File: config.mk
export PLATFORM = sky130hd
export DESIGN_NAME = packer_input_arbiter
export DESIGN_NICKNAME = d
export VERILOG_FILES = /design/src/rtl/packer_input_arbiter.sv
export SDC_FILE = /design/constraint.sdc
export NUM_CORES = 1
export LEC_CHECK = 0
export ABC_AREA = 1
export BUFFER_PORTS_ARGS = -buffer_cell sky130_fd_sc_hd__buf_2
export CORE_AREA = 4 4 508 510
export DETAILED_ROUTE_END_ITERATION = 8
export DIE_AREA = 0 0 512 514
export HOLD_SLACK_MARGIN = 0.05
export MAX_ROUTING_LAYER = met4
export SYNTH_ARGS = -nofsm -noshare
export SYNTH_HDL_FRONTEND = slang
export SYNTH_SLANG_ARGS = --single-unit
export TNS_END_PERCENT = 1
File: constraint.sdc
create_clock -name clk -period 9.6 [get_ports clk]
set_input_delay 2.4 -clock clk [delete_from_list [all_inputs] [get_ports clk]]
set_output_delay 2.4 -clock clk [all_outputs]
set_load 0.05 [all_outputs]
File: src/rtl/packer_input_arbiter.sv
// Frame-atomic round-robin arbiter in front of the DataPacker input port.
// Adds an owner-stall watchdog and a completed-frame counter.
module packer_input_arbiter #(
    parameter int N          = 8,
    parameter int DATA_WIDTH = 32,
    parameter int NUM_REQ    = 4,
    parameter int MAX_CHAINS = 4,
    parameter int TIMEOUT    = 64,
    localparam int CHAIN_W   = (MAX_CHAINS > 1) ? $clog2(MAX_CHAINS) : 1,
    localparam int VW        = N * DATA_WIDTH,
    localparam int OW        = $clog2(NUM_REQ)
) (
    input  logic                       clk,
    input  logic                       reset,
    input  logic                       tracing,
    input  logic [NUM_REQ-1:0]         req_valid,
    input  logic [NUM_REQ-1:0]         req_eof,
    input  logic [NUM_REQ*CHAIN_W-1:0] req_chainId,
    input  logic [NUM_REQ*VW-1:0]      req_vector,
    output logic [NUM_REQ-1:0]         req_ready,
    output logic                       valid_out,
    output logic                       eof_out,
    output logic [CHAIN_W-1:0]         chainId_out,
    output logic [VW-1:0]              vector_out,
    output logic [OW-1:0]              owner,
    output logic                       timeout_err,
    output logic [15:0]                frame_count
);
    localparam int IW = $clog2(TIMEOUT);

    typedef enum logic {IDLE, OWN} state_t;

    state_t        state, state_nxt;
    logic [OW-1:0] rr_ptr;
    logic [OW-1:0] winner;
    logic          win_found;
    logic [IW-1:0] idle_cnt;
    logic          accept;
    logic          stall;
    logic          expire;
    logic          owner_eof;
    logic          grant;

    function automatic logic [OW-1:0] wrap_inc(input logic [OW-1:0] p, input int k);
        int s;
        s = int'(p) + k;
        if (s >= NUM_REQ) s = s - NUM_REQ;
        return OW'(s);
    endfunction

    // first valid requester scanning forward from rr_ptr
    always_comb begin
        winner    = rr_ptr;
        win_found = 1'b0;
        for (int i = 0; i < NUM_REQ; i++) begin
            if (!win_found && req_valid[wrap_inc(rr_ptr, i)]) begin
                winner    = wrap_inc(rr_ptr, i);
                win_found = 1'b1;
            end
        end
    end

    assign grant     = (state == IDLE) && tracing && win_found;
    assign accept    = (state == OWN) && tracing && req_valid[owner];
    assign stall     = (state == OWN) && tracing && !req_valid[owner];
    assign expire    = stall && (idle_cnt == IW'(TIMEOUT - 1));
    assign owner_eof = req_eof[owner];

    always_ff @(posedge clk or posedge reset) begin
        if (reset) state <= IDLE;
        else       state <= state_nxt;
    end

    always_comb begin
        state_nxt = state;
        unique case (state)
            IDLE: if (grant) state_nxt = OWN;
            OWN:  if ((accept && owner_eof) || expire) state_nxt = IDLE;
            default: state_nxt = IDLE;
        endcase
    end

    always_comb begin
        req_ready = '0;
        if (state == OWN) req_ready[owner] = tracing;
    end

    always_ff @(posedge clk or posedge reset) begin
        if (reset) begin
            owner       <= '0;
            rr_ptr      <= '0;
            idle_cnt    <= '0;
            timeout_err <= 1'b0;
            frame_count <= '0;
        end else begin
            if (grant) begin
                owner    <= winner;
                idle_cnt <= '0;
            end
            if (accept) begin
                idle_cnt <= '0;
                if (owner_eof) begin
                    frame_count <= frame_count + 16'd1;
                    rr_ptr      <= wrap_inc(owner, 1);
                end
            end else if (stall) begin
                if (expire) begin
                    timeout_err <= 1'b1;
                    rr_ptr      <= wrap_inc(owner, 1);
                    idle_cnt    <= '0;
                end else begin
                    idle_cnt <= idle_cnt + IW'(1);
                end
            end
        end
    end

    // data outputs hold their last beat when nothing is accepted
    always_ff @(posedge clk or posedge reset) begin
        if (reset) begin
            valid_out   <= 1'b0;
            eof_out     <= 1'b0;
            chainId_out <= '0;
            vector_out  <= '0;
        end else begin
            valid_out <= accept;
            if (accept) begin
                eof_out     <= owner_eof;
                chainId_out <= req_chainId[int'(owner)*CHAIN_W +: CHAIN_W];
                vector_out  <= req_vector[int'(owner)*VW +: VW];
            end
        end
    end

endmodule

==> flow_summary_export.csv <==
group,metric,value,unit
clock_tree,cts.reportedPaths.clkPinSlew,60,ps
routing,drt-initial-drc-count,2488,
final_layout,finish.utilization,12.0,%
yosys,synth_top_area_share,39.3,%
floorplan,area_enclosed_by_the_die_boundary,263000,sq um
floorplan,die_height,514,um
timing,rsz0062_at_grt,"false",
critical_path,worstReg2RegStart,"owner[1]",
floorplan,core,253000,sq um
critical_path,arrival,3220,ps
routing,drt_drc_violations_left,0,
clock_tree,worstSkewPairLatency,630,ps
timing,slew_viol_final,0,
yosys,syn-instance-count,2806,
yosys,ys.warnings.count,0,
clock_tree,root_buffer,"sky130_fd_sc_hd__clkbuf_16",
routing,drt_pre_antenna_iters,6,
place,gp_congestion,1.08,
routing,finalWirelength,223,mm
floorplan,initial_utilization,7.23,%
yosys,synth_nets,3855,
global_route,antenna_violations_before_repair,344,
clock_tree,cts_post_setup_buffers_inserted,0,
timing,report.final.setup_viol,0,
place,io_buffer_count,1325,
critical_path,worst_setup_path_startpoint,"tracing",
timing,worst_slew_margin_rel,27.1,%
global_route,groute.layer.met3.usage,10.4,%
global_route,grt.met1_usage,16.6,%
final_layout,layout.nets,5022,
pwr,ir_drop,179,uV
min_path,hold_path.class,"flop to flop",
global_route,global_route.overflow_total,0,
clock_tree,level_count_of_the_clock_h_tree,2,
status,outcome,"completed",
min_path,min_path_cells,1,
yosys,yosysTopAreaCell,"sky130_fd_sc_hd__dfrtp_1",
critical_path,ff2ff_path_depth,9,
min_path,timing.hold.worst_endpoint,"frame_count[15]",
job,maxCapViolCount,0,
yosys,synth.ff_latch_count,288,
global_route,busiest_layer,"met2",
global_route,grt_start_max_net_pins,131,
routing,wl_per_cell,29.5,um
final_layout,layout.cells.most_common,"sky130_fd_sc_hd__buf_2",
critical_path,reg2reg_setup_slack,4910,ps
critical_path,worstSetupEndpointType,"output port",
final_layout,share_of_post_route_cells_with_drive_strength_above_1,36.1,%
yosys,synth_area_per_cell,6.53,sq um
critical_path,worstReg2RegEnd,"vector_out[170]",
clock_tree,postCtsResizedCells,0,
timing,timing.setup.tns,0,ps
clock_tree,tritoncts,"done",
clock_tree,cts-buffers-inserted,43,
global_route,grt_pass1_vias,25000,
yosys,synth_area_leaders,"sky130_fd_sc_hd__dfrtp_1 39%, sky130_fd_sc_hd__nand2_1 18%, sky130_fd_sc_hd__o21ai_0 14%, sky130_fd_sc_hd__nor2_1 11%, sky130_fd_sc_hd__o22ai_1 8.8%",
yosys,syn-cell-area,18300,sq um
yosys,yosysSeqAreaShare,39.3,%
place,dp.final_hpwl,194,mm
clock_tree,cts_hold_buf,0,
routing,vias,27200,
critical_path,cp.required,7200,ps
final_layout,most-common-layout-cells,"1325 x sky130_fd_sc_hd__buf_2, 870 x sky130_fd_sc_hd__nand2_1, 538 x sky130_fd_sc_hd__nor2_1, 519 x sky130_fd_sc_hd__o21ai_0, 286 x sky130_fd_sc_hd__dfrtp_1",
critical_path,timing.critical_path.from_type,"input port",
global_route,grt_first_pass_wirelength,274,mm
timing,finalCritPeriodShare,58.6,%
timing,timing.clock.skew,26.3,ps
routing,antenna_violating_nets_left,0,
final_layout,layout-area-overhead-vs-synth,66.1,%
timing,hold_viol,0,
clock_tree,ctsLongestPathBuffers,3,
routing,via_per_inst,3.60,
yosys,synth_cell_type_count,28,
clock_tree,cts.sink_count,288,
timing,clock.fmax,178,MHz
pwr,total_leakage_power,14.6,nW
global_route,grt_total_usage,16.5,%
timing,final.min_clock_period,5620,ps
pwr,cellPowerDensity,372,nW/um^2
floorplan,io-pin-count,1326,
global_route,met2_routing_resource_usage_after_global_routing,25.1,%
critical_path,crit_type,"input port to output port",
floorplan,std_cell_rows,185,
timing,worst_slew_pin_slew,1090,ps
min_path,worstHoldStart,"frame_count[15]",
floorplan,floorplan.die.width,512,um
critical_path,timing.critical_path.fanout_max,7,
==> worst max-delay path: stages <==
cell and delay (ps):
sky130_fd_sc_hd__buf_2 100, sky130_fd_sc_hd__nand2_1 160, sky130_fd_sc_hd__nor2_1 240, sky130_fd_sc_hd__buf_2 320
==> where the power goes <==
part / switching (mW) / total, mW / internal, mW / leakage (nW)
combinational: 5.81 / 7.39 / 1.58 / 10.3
sequential: 0.386 / 2.15 / 1.77 / 3.60
clock: 0.740 / 1.77 / 1.03 / 0.728
==> metrics by stage <==
stage	hold slack [ps]	total power, mW	setup slack (ps)	instance area (sq um)	cells
6_report	471	11.3	3980	30400	7553
5_1_grt	488	12.0	3730	30400	7527
4_1_cts	471	11.4	3840	30000	7373
3_5_place_dp	460	9.57	4020	28500	7294
3_3_place_gp	454	9.58	4000	28500	7294
2_1_floorplan	442	6.68	3380	18300	2806
==> routing by layer <==
metal / part of all wire [%] / wire length, um / vias up
li1: - / - / 11900
met1: 35 / 77800 / 12700
met2: 43 / 96200 / 1963
met3: 16 / 35200 / 606
met4: 6.1 / 13500 / 0
met5: 0 / 0 / -
==> how the worst max path moves through the flow <==
| stage | end | slack [ps] |
|---|---|---|
| final | req_ready[2] | 3980 |
| after global routing | req_ready[1] | 3730 |
| after CTS | req_ready[1] | 3840 |
| after detailed placement | req_ready[2] | 4020 |
| after global placement | req_ready[2] | 4000 |
| after floorplan | chainId_out[0] | 3380 |
==> cell type report <==
class,instances,area (sq um)
antenna,180,450
clock buffer,59,1260
clock inverter,20,243
fill,29800,223000
inverter,32,160
multi-input combinational,2255,10000
sequential,288,7210
tap,3366,4210
timing repair buffer,1353,6890
==> state kept, by name (all words and copies together) (netlist names) <==
name,cells
state,1
eof_out,1
owner,2
frame_count,16
rr_ptr,2
valid_out,1
chainId_out,2
timeout_err,1
idle_cnt,6
vector_out,256
==> kinds of logic after synthesis <==
logic type | share of synthesized area, %
AND/OR/NAND/NOR | 30.2
AO/OA/AOI/OAI | 23.2
flip-flops | 39.3
buffers and inverters | 6.13
XOR/XNOR | 0.717
adder cells (fa/ha/maj) | 0.410
==> Yosys cell counts <==
| cell type | instances |
|---|---|
| sky130_fd_sc_hd__nand3_1 | 22 |
| sky130_fd_sc_hd__xor2_1 | 8 |
| sky130_fd_sc_hd__o21ai_0 | 519 |
| sky130_fd_sc_hd__nand4_1 | 6 |
| sky130_fd_sc_hd__dfrtp_1 | 288 |
| sky130_fd_sc_hd__buf_6 | 1 |
| sky130_fd_sc_hd__nand2_4 | 1 |
| sky130_fd_sc_hd__inv_2 | 4 |
| sky130_fd_sc_hd__nand2_1 | 870 |
| sky130_fd_sc_hd__nor4_1 | 2 |
| sky130_fd_sc_hd__buf_2 | 70 |
| sky130_fd_sc_hd__or2_2 | 2 |
| sky130_fd_sc_hd__o21ai_2 | 1 |
| sky130_fd_sc_hd__nor2_4 | 2 |
| sky130_fd_sc_hd__clkinv_2 | 1 |
| sky130_fd_sc_hd__xnor2_1 | 7 |
| sky130_fd_sc_hd__o22ai_1 | 258 |
| sky130_fd_sc_hd__o21ai_1 | 6 |
| sky130_fd_sc_hd__ha_1 | 6 |
| sky130_fd_sc_hd__buf_1 | 9 |
| sky130_fd_sc_hd__nor2_2 | 3 |
| sky130_fd_sc_hd__nor3_1 | 3 |
| sky130_fd_sc_hd__nor2_1 | 538 |
| sky130_fd_sc_hd__inv_1 | 26 |
| sky130_fd_sc_hd__buf_4 | 10 |
| sky130_fd_sc_hd__inv_4 | 1 |
| sky130_fd_sc_hd__and3_1 | 1 |
| sky130_fd_sc_hd__clkbuf_1 | 141 |
No activity file was read; power rests on OpenSTA's default activity.
